[config.mk]
export PLATFORM = sky130hd
export DESIGN_NAME = mux_force_decoder
export DESIGN_NICKNAME = d
export VERILOG_FILES = /design/src/rtl/mux_force_decoder.sv
export SDC_FILE = /design/constraint.sdc
export NUM_CORES = 1
export LEC_CHECK = 0
export CAP_MARGIN = 20
export CORE_ASPECT_RATIO = 2
export CORE_MARGIN = 2
export CORE_UTILIZATION = 55
export DETAILED_ROUTE_END_ITERATION = 10
export PLACE_DENSITY_LB_ADDON = 0.2
export SLEW_MARGIN = 20
export SYNTH_ARGS = -nofsm -noshare
export SYNTH_HDL_FRONTEND = slang
export SYNTH_SLANG_ARGS = --single-unit
[constraint.sdc]
create_clock -name clk -period 6.9 [get_ports clk]
set_input_delay 0.69 -clock clk [delete_from_list [all_inputs] [get_ports clk]]
set_output_delay 0.69 -clock clk [all_outputs]
set_load 0.02 [all_outputs]
[src/rtl/mux_force_decoder.sv]
// -----------------------------------------------------------------------------
// mux_force_decoder
// Receive-side decoder for the forced-mux datapath. Upstream forces an all-ones
// word while its override select is active. This block strips those words and
// queues genuine data in a small FIFO. It also reports override activity:
// current run length, sustained-override state and total drop count.
//
// Ports:
//   clk          in   rising-edge clock
//   rst_n        in   asynchronous active-low reset
//   in_valid     in   upstream word present
//   in_data      in   upstream word (mux output)
//   in_ready     out  block can accept a word (registered, !full)
//   out_valid    out  FIFO head valid
//   out_data     out  FIFO head data (holds last value when empty)
//   out_ready    in   downstream consumes head
//   force_active out  sustained override detected
//   force_run    out  consecutive forced-word count, saturating at 255
//   drop_cnt     out  forced words discarded since reset, saturating
// -----------------------------------------------------------------------------
module mux_force_decoder #(
    parameter int WIDTH        = 16,
    parameter int DEPTH        = 4,
    parameter int FORCE_THRESH = 3
) (
    input  logic             clk,
    input  logic             rst_n,
    input  logic             in_valid,
    input  logic [WIDTH-1:0] in_data,
    output logic             in_ready,
    output logic             out_valid,
    output logic [WIDTH-1:0] out_data,
    input  logic             out_ready,
    output logic             force_active,
    output logic [7:0]       force_run,
    output logic [15:0]      drop_cnt
);

    localparam int         AW     = $clog2(DEPTH);
    localparam logic [7:0] THRESH = 8'(FORCE_THRESH);

    typedef enum logic [1:0] {
        ST_PASS    = 2'd0,
        ST_SUSPECT = 2'd1,
        ST_FORCED  = 2'd2
    } state_t;

    function automatic logic [7:0] sat_inc8(input logic [7:0] v);
        if (v == 8'hFF) begin
            sat_inc8 = v;
        end else begin
            sat_inc8 = v + 8'd1;
        end
    endfunction

    function automatic logic [15:0] sat_inc16(input logic [15:0] v);
        if (v == 16'hFFFF) begin
            sat_inc16 = v;
        end else begin
            sat_inc16 = v + 16'd1;
        end
    endfunction

    logic [WIDTH-1:0] r_mem [DEPTH];
    logic [AW:0]      r_wr_ptr;
    logic [AW:0]      r_rd_ptr;
    logic             r_in_ready;
    logic             r_out_valid;
    logic [WIDTH-1:0] r_out_data;
    logic [7:0]       r_force_run;
    logic [15:0]      r_drop_cnt;
    logic             r_force_active;
    state_t           r_state;

    logic             w_accept;
    logic             w_is_forced;
    logic             w_push;
    logic             w_pop;
    logic [AW:0]      w_wr_ptr_nxt;
    logic [AW:0]      w_rd_ptr_nxt;
    logic             w_empty_nxt;
    logic             w_full_nxt;
    logic [WIDTH-1:0] w_head_nxt;
    logic [7:0]       w_run_nxt;
    logic [15:0]      w_drop_nxt;
    state_t           w_state_nxt;
    logic             w_force_active_nxt;

    // Handshake decode and word classification.
    always_comb begin
        w_accept    = in_valid & r_in_ready;
        w_is_forced = (in_data == {WIDTH{1'b1}});
        w_push      = w_accept & ~w_is_forced;
        w_pop       = r_out_valid & out_ready;
    end

    // Next FIFO pointers, flags and head word after this edge.
    always_comb begin
        if (w_push) begin
            w_wr_ptr_nxt = r_wr_ptr + {{AW{1'b0}}, 1'b1};
        end else begin
            w_wr_ptr_nxt = r_wr_ptr;
        end
        if (w_pop) begin
            w_rd_ptr_nxt = r_rd_ptr + {{AW{1'b0}}, 1'b1};
        end else begin
            w_rd_ptr_nxt = r_rd_ptr;
        end
        w_empty_nxt = (w_wr_ptr_nxt == w_rd_ptr_nxt);
        w_full_nxt  = (w_wr_ptr_nxt[AW] != w_rd_ptr_nxt[AW]) &&
                      (w_wr_ptr_nxt[AW-1:0] == w_rd_ptr_nxt[AW-1:0]);
        // The word being written this edge becomes the head when it lands in the
        // slot the read pointer will point at; bypass it so there is no bubble.
        if (w_push && (r_wr_ptr == w_rd_ptr_nxt)) begin
            w_head_nxt = in_data;
        end else begin
            w_head_nxt = r_mem[w_rd_ptr_nxt[AW-1:0]];
        end
    end

    // Run-length and drop counters, changing only on accepted words.
    always_comb begin
        w_run_nxt  = r_force_run;
        w_drop_nxt = r_drop_cnt;
        if (w_accept && w_is_forced) begin
            w_run_nxt  = sat_inc8(r_force_run);
            w_drop_nxt = sat_inc16(r_drop_cnt);
        end else if (w_accept) begin
            w_run_nxt  = 8'd0;
        end else begin
            w_run_nxt  = r_force_run;
        end
    end

    // Override state register.
    always_ff @(posedge clk or negedge rst_n) begin
        if (!rst_n) begin
            r_state <= ST_PASS;
        end else begin
            r_state <= w_state_nxt;
        end
    end

    // Override next-state logic; stalled words never advance the state.
    always_comb begin
        w_state_nxt = r_state;
        if (w_accept) begin
            case (r_state)
                ST_PASS, ST_SUSPECT: begin
                    if (!w_is_forced) begin
                        w_state_nxt = ST_PASS;
                    end else if (w_run_nxt >= THRESH) begin
                        w_state_nxt = ST_FORCED;
                    end else begin
                        w_state_nxt = ST_SUSPECT;
                    end
                end
                ST_FORCED: begin
                    if (w_is_forced) begin
                        w_state_nxt = ST_FORCED;
                    end else begin
                        w_state_nxt = ST_PASS;
                    end
                end
                default: w_state_nxt = ST_PASS;
            endcase
        end else begin
            w_state_nxt = r_state;
        end
    end

    // Override output decode, registered below alongside the state.
    always_comb begin
        w_force_active_nxt = (w_state_nxt == ST_FORCED);
    end

    // FIFO storage; contents need no reset since the pointers define validity.
    always_ff @(posedge clk) begin
        if (w_push) begin
            r_mem[r_wr_ptr[AW-1:0]] <= in_data;
        end
    end

    // Pointers, registered flags, head data and status counters.
    always_ff @(posedge clk or negedge rst_n) begin
        if (!rst_n) begin
            r_wr_ptr       <= '0;
            r_rd_ptr       <= '0;
            r_in_ready     <= 1'b0;
            r_out_valid    <= 1'b0;
            r_out_data     <= '0;
            r_force_run    <= 8'd0;
            r_drop_cnt     <= 16'd0;
            r_force_active <= 1'b0;
        end else begin
            r_wr_ptr       <= w_wr_ptr_nxt;
            r_rd_ptr       <= w_rd_ptr_nxt;
            r_in_ready     <= ~w_full_nxt;
            r_out_valid    <= ~w_empty_nxt;
            if (!w_empty_nxt) begin
                r_out_data <= w_head_nxt;
            end
            r_force_run    <= w_run_nxt;
            r_drop_cnt     <= w_drop_nxt;
            r_force_active <= w_force_active_nxt;
        end
    end

    assign in_ready     = r_in_ready;
    assign out_valid    = r_out_valid;
    assign out_data     = r_out_data;
    assign force_active = r_force_active;
    assign force_run    = r_force_run;
    assign drop_cnt     = r_drop_cnt;

endmodule

; ---- Word level (Yosys, flattened, before mapping)
; Memories as Yosys holds them, arrays and structs flattened.
; Index checks and enable logic that the tools add are counted.
[classes]
addsub = 4
magnitude_cmp = 1
n_eq_ne = 10
muxes = 13
bitwise_logic = 7
reduce_logical = 6
[ops]
columns = cell, n
row1 = $eq A16 B16 Y1 const B, 2
row2 = $mux W8, 3
row3 = $add A16 B1 Y16 const B, 1
row4 = $mux W16, 1
row5 = $add A8 B1 Y8 const B, 1
row6 = $eq A8 B8 Y1 const B, 1
row7 = $ge A8 B2 Y1 const B, 1
row8 = $mux W2, 4
row9 = $add A3 B1 Y3 const B, 2
row10 = $eq A3 B3 Y1, 2
row11 = $mux W3, 2
row12 = $eq A2 B2 Y1 const B, 2
row13 = $not A1 Y1, 4
row14 = $pmux W2 S2, 1
row15 = $and A1 B1 Y1, 3
row16 = $logic_and A1 B1 Y1, 3
row17 = $eq A2 B1 Y1 const B, 1
row18 = $eq A2 B2 Y1, 1
row19 = $logic_not A2 Y1, 1
row20 = $mux W1, 2
row21 = $reduce_and A2 Y1, 1
row22 = $reduce_or A2 Y1, 1
row23 = $ne A1 B1 Y1, 1
[word_totals]
reg_bits = 51
mem_bits_rw = 64
output_inout_bits = 43
n_memories = 1
[memory_table]
columns = name, words, word_bits, rd, rd_clocked_by_memory_dff, write_ports, line_no
row1 = r_mem, 4, 16, 1, 0, 1, 64  ; logic [WIDTH-1:0] r_mem [DEPTH];

; ---- Logic depth before layout (Yosys ltp)
; Gate-level depths: netlist of run 1.
[logic_depth]
depth_word = 9
ltp_mapped = 10
depth_no_buf = 7

; ---- Worst setup path before layout of run 1
; No wires, ideal clock.
[synth_path]
path_kind = register to register
start = register r_rd_ptr[0]
end = register r_out_data[10], in the netlist out_data[10]
setup_ps = 125
arrival_time_ps = 2374
setup_slack_ps = 4401
path_stages_with_launch = 11
n_path_buf = 3
period_less_slack_ps = 2499
path_cell_list = dfrtp_1 > ha_1 > nand3b_1 > mux4_2 > nand2b_4 > buf_6 > nor2_1 > a31o_1 > buf_6 > buf_12 > mux2_4
[synth_via]
elab_chain_cells = 5
[synth_rtl]
columns = element, line_no
row1 = from (decl), 66  ; logic [AW:0] r_rd_ptr;
row2 = from (signal assigned), 197  ; r_rd_ptr <= w_rd_ptr_nxt;
row3 = $add A3 B1 Y3, 105  ; w_rd_ptr_nxt = r_rd_ptr + {{AW{1'b0}}, 1'b1};
row4 = $mux W3 *, 104  ; if (w_pop) begin
row5 = branches (longest 3 deep; another with $mem_v2 Z4 W16), n/a
row6 = to (signal assigned), 201  ; r_out_data <= w_head_nxt;
row7 = to (decl), 69  ; logic [WIDTH-1:0] r_out_data;
; Mark *: on every way between the ends.
; A chain may end at the register's enable or synchronous reset.

; ---- Worst setup path in the final report of run 1
[layout_path]
start = input in_data[14]
end = register r_out_data[2], in the netlist out_data[2]
[layout_via]
elab_chain_cells = 5
[layout_rtl]
columns = element, line_no
row1 = from (decl), 29  ; input logic [WIDTH-1:0] in_data,
row2 = $eq A16 B16 Y1 *, 92  ; w_is_forced = (in_data == {WIDTH{1'b1}});
row3 = $not A1 Y1 *, 93  ; w_push = w_accept & ~w_is_forced;
row4 = $and A1 B1 Y1 *, 93
row5 = $mux W3 or $logic_and A1 B1 Y1 (tied branches), "99, 114"
row6 = $eq A3 B3 Y1 or $mux W16 (tied branches), "109, 114"
; Mark *: on every way between the ends. The rest lies on a longest branch, timed or not.

==> flow_summary.yaml, run 1 <==
finish:
  nNetsFinal: 458
  fillers: 682
  n_antenna_cell: 0
  final_area_um2: 6570
  syn2layout_area_growth_pct: 24.2
  drive_gt1_frac: 0.178
global_route:
  grt_use_met3: 0.0649
  grt_max_degree: 52
  antenna_found_initial: 0
  grt_use_met2: 0.398
  grt_first_pass_wirelength_um: 17300
  grt_pass1_vias: 3397
  busiest_layer: "met2"
  grt.overflow.total: 0
  grtUsageTotal: 0.226
  grt_use_met1: 0.240
drt:
  vias: 3187
  drt_iter0_drc: 146
  firstDrtPassIters: 4
  ant_nets: 0
  wl_per_cell_um: 20.0
  viasPerCell: 5.82
  drt_wl_total_um: 10900
  drc: 0
synthesis:
  ys_warn_count: 0
  synth_top_area_share: 0.363
  yosys-top-cells-area: "edfxtp_1 (36%), dfrtp_1 (24%), mux2i_1 (9.7%)"
  synth_xor_area_frac: 0.0476
  syn_area_um2: 5290
  synth.most_common_cell: "edfxtp_1"
  ys_seq_area_frac: 0.605
  syn_nets: 388
  async_reset_ff_frac: 0.443
  synth-seq-cells: 115
  synth_top_family_by_area: "multiplexers"
  yosysTopAreaCell: "edfxtp_1"
  synthTopCellsByCount: "edfxtp_1 (64), dfrtp_1 (51), mux2i_1 (51)"
  syn_area_per_cell_um2: 14.6
  synthCells: 361
  synthFlopType: "edfxtp_1"
  synthSimpleGateAreaFrac: 0.0819
  synthMuxAreaShare: 0.185
  synth_cell_types: 48
  synth_fa_ha_area_frac: 0.0166
  synth_edf_count: 64
  synth_compound_area_frac: 0.0390
flow_run:
  maxCapViolCount: 0
timing:
  setup_tns_ps: 0
  hold_viol: 0
  fmax_mhz: 295
  timing.final.crit_share: 0.492
  report.final.slew_viol_count: 0
  relSlewSlack: 0.389
  clock_skew_ps: 6.42
  worst_pin_slew_ps: 917
  rsz0062_at_grt: "no"
  min_period_ps: 3390
  finalSetupViolCount: 0
cts:
  cts_tree: "yes"
  clkSinkCount: 115
  path_clk_slew_ps: 60
  htree_levels: 4
  cts_resized: 0
  postCtsSetupBuffers: 0
  cts_root_buf: "clkbuf_16"
  holdBufCountCts: 0
  clock_path_buffers: 2
  cts_buffers: 17
  clkLatencyLatePin_ps: 410
floorplan:
  die_area_um2: 10500
  die_y_um: 143
  die_x_um: 73.3
  coreArea_um2: 9380
  num_io_pins: 63
  rows: 50
  initial_core_util: 0.563
critical_path:
  required_ps: 7190
  path_buf_inv: 1
  path_cells: "clkdlybuf4s50_1 > nand4_1 > nor4_1 > nor2_1 > nor2_1 > a31o_2 > mux2_2"
  cp_slowest_stage_delay_ps: 660
  crit_path_start_kind: "input port"
  critPathArrivalTime_ps: 3680
  crit_fanout: 17
  path_delay_family: "simple AND/OR/NAND/NOR gates"
  end_kind: "flip-flop"
  crit_path_top_delay_cell: "nor4_1"
  criticalPathCategory: "in -> reg"
  cp_common_cell: "nor2_1"
pwr:
  clkPwrFrac: 0.286
  power.density_nw_per_um2: 471
  ir_drop_uv: 262
  power_switching_uw: 971
  seqPwrFrac: 0.313
  comb_power_share: 0.400
  p_int_mw: 2.13
  p_leak_nw: 2.76
  swShare: 0.314
min_path:
  min_path_type: "in -> async"
status:
  status: "complete, no violations"
placement:
  portBuffers: 62
  hpwl_um: 7010
  gp_congestion: 0.803
  place_area_um2: 5970
## cells by family (layout without fill, tap and decap cells)
| logic type | after synthesis | count (layout) |
|---|---|---|
| flops | 115 | 115 |
| buf+inv | 21 | 104 |
| xor+xnor | 26 | 26 |
| fa+ha+maj | 7 | 7 |
| mux | 85 | 85 |
| simple gates | 79 | 79 |
| compound gates | 28 | 28 |
## worst register-to-register path, stage by stage (launching register included)
cell and delay, ps:
dfrtp_1 490, ha_1 380, nand3b_1 220, mux4_2 490, nand2b_4 320, nor2_1 160, a31o_2 540, mux2_2 440
## per-layer routing
layer / wire length [µm] / up-vias
li1: - / 1491
met1: 4190 / 1577
met2: 6030 / 96
met3: 459 / 23
met4: 268 / 0
met5: 0 / -
## path summary, 6_finish.rpt
check / start / end / slack, ps / cells after the start
min in group clk: drop_cnt[7] / drop_cnt[7] / 500 / 1
worst max-delay path: in_data[14] / out_data[2] / 3510 / 7
max in group asynchronous: rst_n / out_data[4] / 6030 / 2
worst min register to register: drop_cnt[7] / drop_cnt[7] / 500 / 1
worst min-delay path: rst_n / out_data[7] / 400 / 2
worst max register to register: r_rd_ptr[0] / out_data[2] / 3740 / 7
## area by class of cell
| cell class | instances | area (µm²) | area share |
|---|---|---|---|
| Tap cell | 104 | 130 | 0.0198 |
| Multi-Input combinational cell | 225 | 1970 | 0.300 |
| Clock inverter | 13 | 160 | 0.0244 |
| Timing Repair Buffer | 65 | 638 | 0.0971 |
| Sequential cell | 115 | 3200 | 0.487 |
| Clock buffer | 19 | 443 | 0.0674 |
| Inverter | 7 | 26.3 | 0.00400 |
## power groups by stage
stage | Sequential [mW] | Combinational (mW) | Clock (mW)
CTS | 0.971 | 1.26 | 0.899
floorplan | 1.02 | 0.927 | 0
finish | 0.970 | 1.24 | 0.887
global placement | 0.974 | 1.20 | 0
global route | 0.983 | 1.33 | 0.933
detailed placement | 0.979 | 1.24 | 0
## metrics by stage
step | std cells | worst slack [ps] | hold slack (ps) | util | total power [mW]
2_1_floorplan | 361 | 4400 | 394 | - | 1.95
3_3_place_gp | 516 | 2850 | 462 | 0.636 | 2.18
3_5_place_dp | 516 | 2770 | 488 | 0.636 | 2.22
4_1_cts | 548 | 3180 | 425 | 0.700 | 3.13
5_1_grt | 548 | 3280 | 455 | 0.700 | 3.24
6_report | 548 | 3510 | 403 | 0.700 | 3.10
## placed cells by master (no fill, tap or decap), types with 9 or more instances in the layout
cell type	synthesis	final
edfxtp_1	64	64
mux2i_1	51	51
clkdlybuf4s50_1	0	61
dfrtp_1	51	51
clkbuf_16	0	17
mux2_4	19	19
nand2_1	15	15
nor2_1	15	15
and3_1	10	10
nand3_1	9	9
xor2_1	11	10
nand4_1	9	9
xnor2_1	13	13
mux2_2	14	14
## registers in the layout, summed over array words and instances (netlist names)
signal,flops
r_mem,64
drop_cnt,16
out_data,16
force_run,8
r_rd_ptr,3
r_wr_ptr,3
r_state,2
force_active,1
in_ready,1
out_valid,1
(Power assumes the default switching activity.)
==> inputs of run 2 (changes only) <==
==> constraint.sdc (replaced) <==
create_clock -name clk -period 3.4 [get_ports clk]
set_input_delay 0.34 -clock clk [delete_from_list [all_inputs] [get_ports clk]]
set_output_delay 0.34 -clock clk [all_outputs]
set_load 0.02 [all_outputs]
==> run 2 against run 1 <==
- the flow now finishes with violations (hold timing)
- sequential share of layout area shrank 0.22 points
- sequential power grew 100%
- first-iteration DRC count up 12%
- largest cell class unchanged
- highest routed layer unchanged
==> flow_summary.yaml, run 2 (synthesized netlist as in run 1, its figures left out) <==
finish:
  syn2layout_area_growth_pct: 24.8
  final_cell_mix: "edfxtp_1 (64), clkdlybuf4s50_1 (61), mux2i_1 (51), dfrtp_1 (51)"
  fin_util: 0.703
  nNetsFinal: 461
  multi_input_area_um2: 1970
  drive_gt1_frac: 0.183
  fillers: 644
  fin_cells: 551
  n_antenna_cell: 0
  largest_register_ffs: 64
  seq_area_um2: 3200
  final_area_um2: 6600
  mostFrequentLayoutCell: "edfxtp_1"
drt:
  drc: 0
  drt_iter0_drc: 164
  firstDrtPassIters: 5
  viasPerCell: 5.86
  ant_nets: 0
  drt_wl_total_um: 10800
  vias: 3230
  wl_per_cell_um: 19.6
cts:
  postCtsSetupBuffers: 0
  clkSinkCount: 115
  holdBufCountCts: 0
  clkLatencyLatePin_ps: 410
  path_clk_slew_ps: 60
  cts_resized: 0
  htree_levels: 4
  cts_tree: "yes"
  cts_root_buf: "clkbuf_16"
  clock_path_buffers: 2
  cts_buffers: 17
global_route:
  grt_max_degree: 31
  grt_first_pass_wirelength_um: 17800
  grtUsageTotal: 0.231
  grt_pass1_vias: 3519
  grt.overflow.total: 0
  antenna_found_initial: 0
critical_path:
  reg2reg_slack_ps: 480
  r2r_cells: 8
  critPathArrivalTime_ps: 3220
  crit_fanout: 17
  crit_start: "r_rd_ptr[0]"
  required_ps: 3690
  reg2reg_to: "out_data[2]"
  criticalPathCategory: "reg -> reg"
  crit_path_start_kind: "flip-flop"
  timing.rr.start: "r_rd_ptr[0]"
  end_kind: "flip-flop"
timing:
  clock_skew_ps: 9.90
  setup_tns_ps: 0
  fmax_mhz: 342
  hold_viol: 13
  worst_pin_slew_ps: 948
  relSlewSlack: 0.368
  worst_slack_ps: 476
  timing.final.crit_share: 0.860
  min_period_ps: 2920
  whs_ps: -10.2
  report.final.slew_viol_count: 0
  finalSetupViolCount: 0
  rsz0062_at_grt: "no"
placement:
  portBuffers: 62
  hpwl_um: 7080
  pre_cts_ws_ps: 449
  place_inst: 519
  gp_congestion: 0.866
  place_area_um2: 6010
pwr:
  power_mw: 6.28
  ir_drop_uv: 516
  p_leak_nw: 2.80
  power.density_nw_per_um2: 951
floorplan:
  rows: 50
  die_y_um: 143
  die_x_um: 73.3
  coreArea_um2: 9380
  die_area_um2: 10500
  initial_core_util: 0.563
  num_io_pins: 63
status:
  violations: "hold timing"
  status: "complete, but fails checks"
min_path:
  min_path_type: "in -> async"
flow_run:
  maxCapViolCount: 0
## run 2: changes by cell type in the layout (fill, tap and decap cells not counted), moves of 2 or more
cell	change
inv_6	+7
bufinv_16	-3
clkinvlp_4	-5
clkinv_2	-2
clkbuf_16	+2
buf_12	+2
## run 2: worst max path at each step
stage / endpoint / slack [ps]
after global routing: out_data[2] / 350
after detailed placement: drop_cnt[12] / 450
after floorplan: out_data[10] / 900
final: out_data[2] / 480
after CTS: out_data[2] / 470
after global placement: drop_cnt[12] / 470
## run 2: report_power, final
part | internal [mW] | leakage, nW | switching [mW] | total [mW]
clock network | 1.04 | 0.293 | 0.687 | 1.73
registers | 1.81 | 1.23 | 0.152 | 1.96
logic | 1.40 | 1.27 | 1.19 | 2.59
## run 2: layout make-up
| type | count | share of cell area |
|---|---|---|
| Inverter | 7 | 0.00398 |
| Sequential cell | 115 | 0.485 |
| Clock buffer | 19 | 0.0721 |
| Timing Repair Buffer | 68 | 0.104 |
| Multi-Input combinational cell | 225 | 0.299 |
| Tap cell | 104 | 0.0197 |
| Clock inverter | 13 | 0.0167 |
## run 2: worst max-delay path, cell delays in order, from the launching register on
cell,delay (ps)
dfrtp_1,500
ha_1,380
nand3b_1,190
mux4_2,490
nand2b_4,330
nor2_1,170
a31o_1,140
buf_4,250
mux2_2,360
## run 2: routing by layer
metal	routed length, µm	part of all wire	GRT usage
met5	0	0	0
met4	231	0.021	0.0967
met3	519	0.048	0.0677
met2	6000	0.56	0.405
met1	4050	0.38	0.252
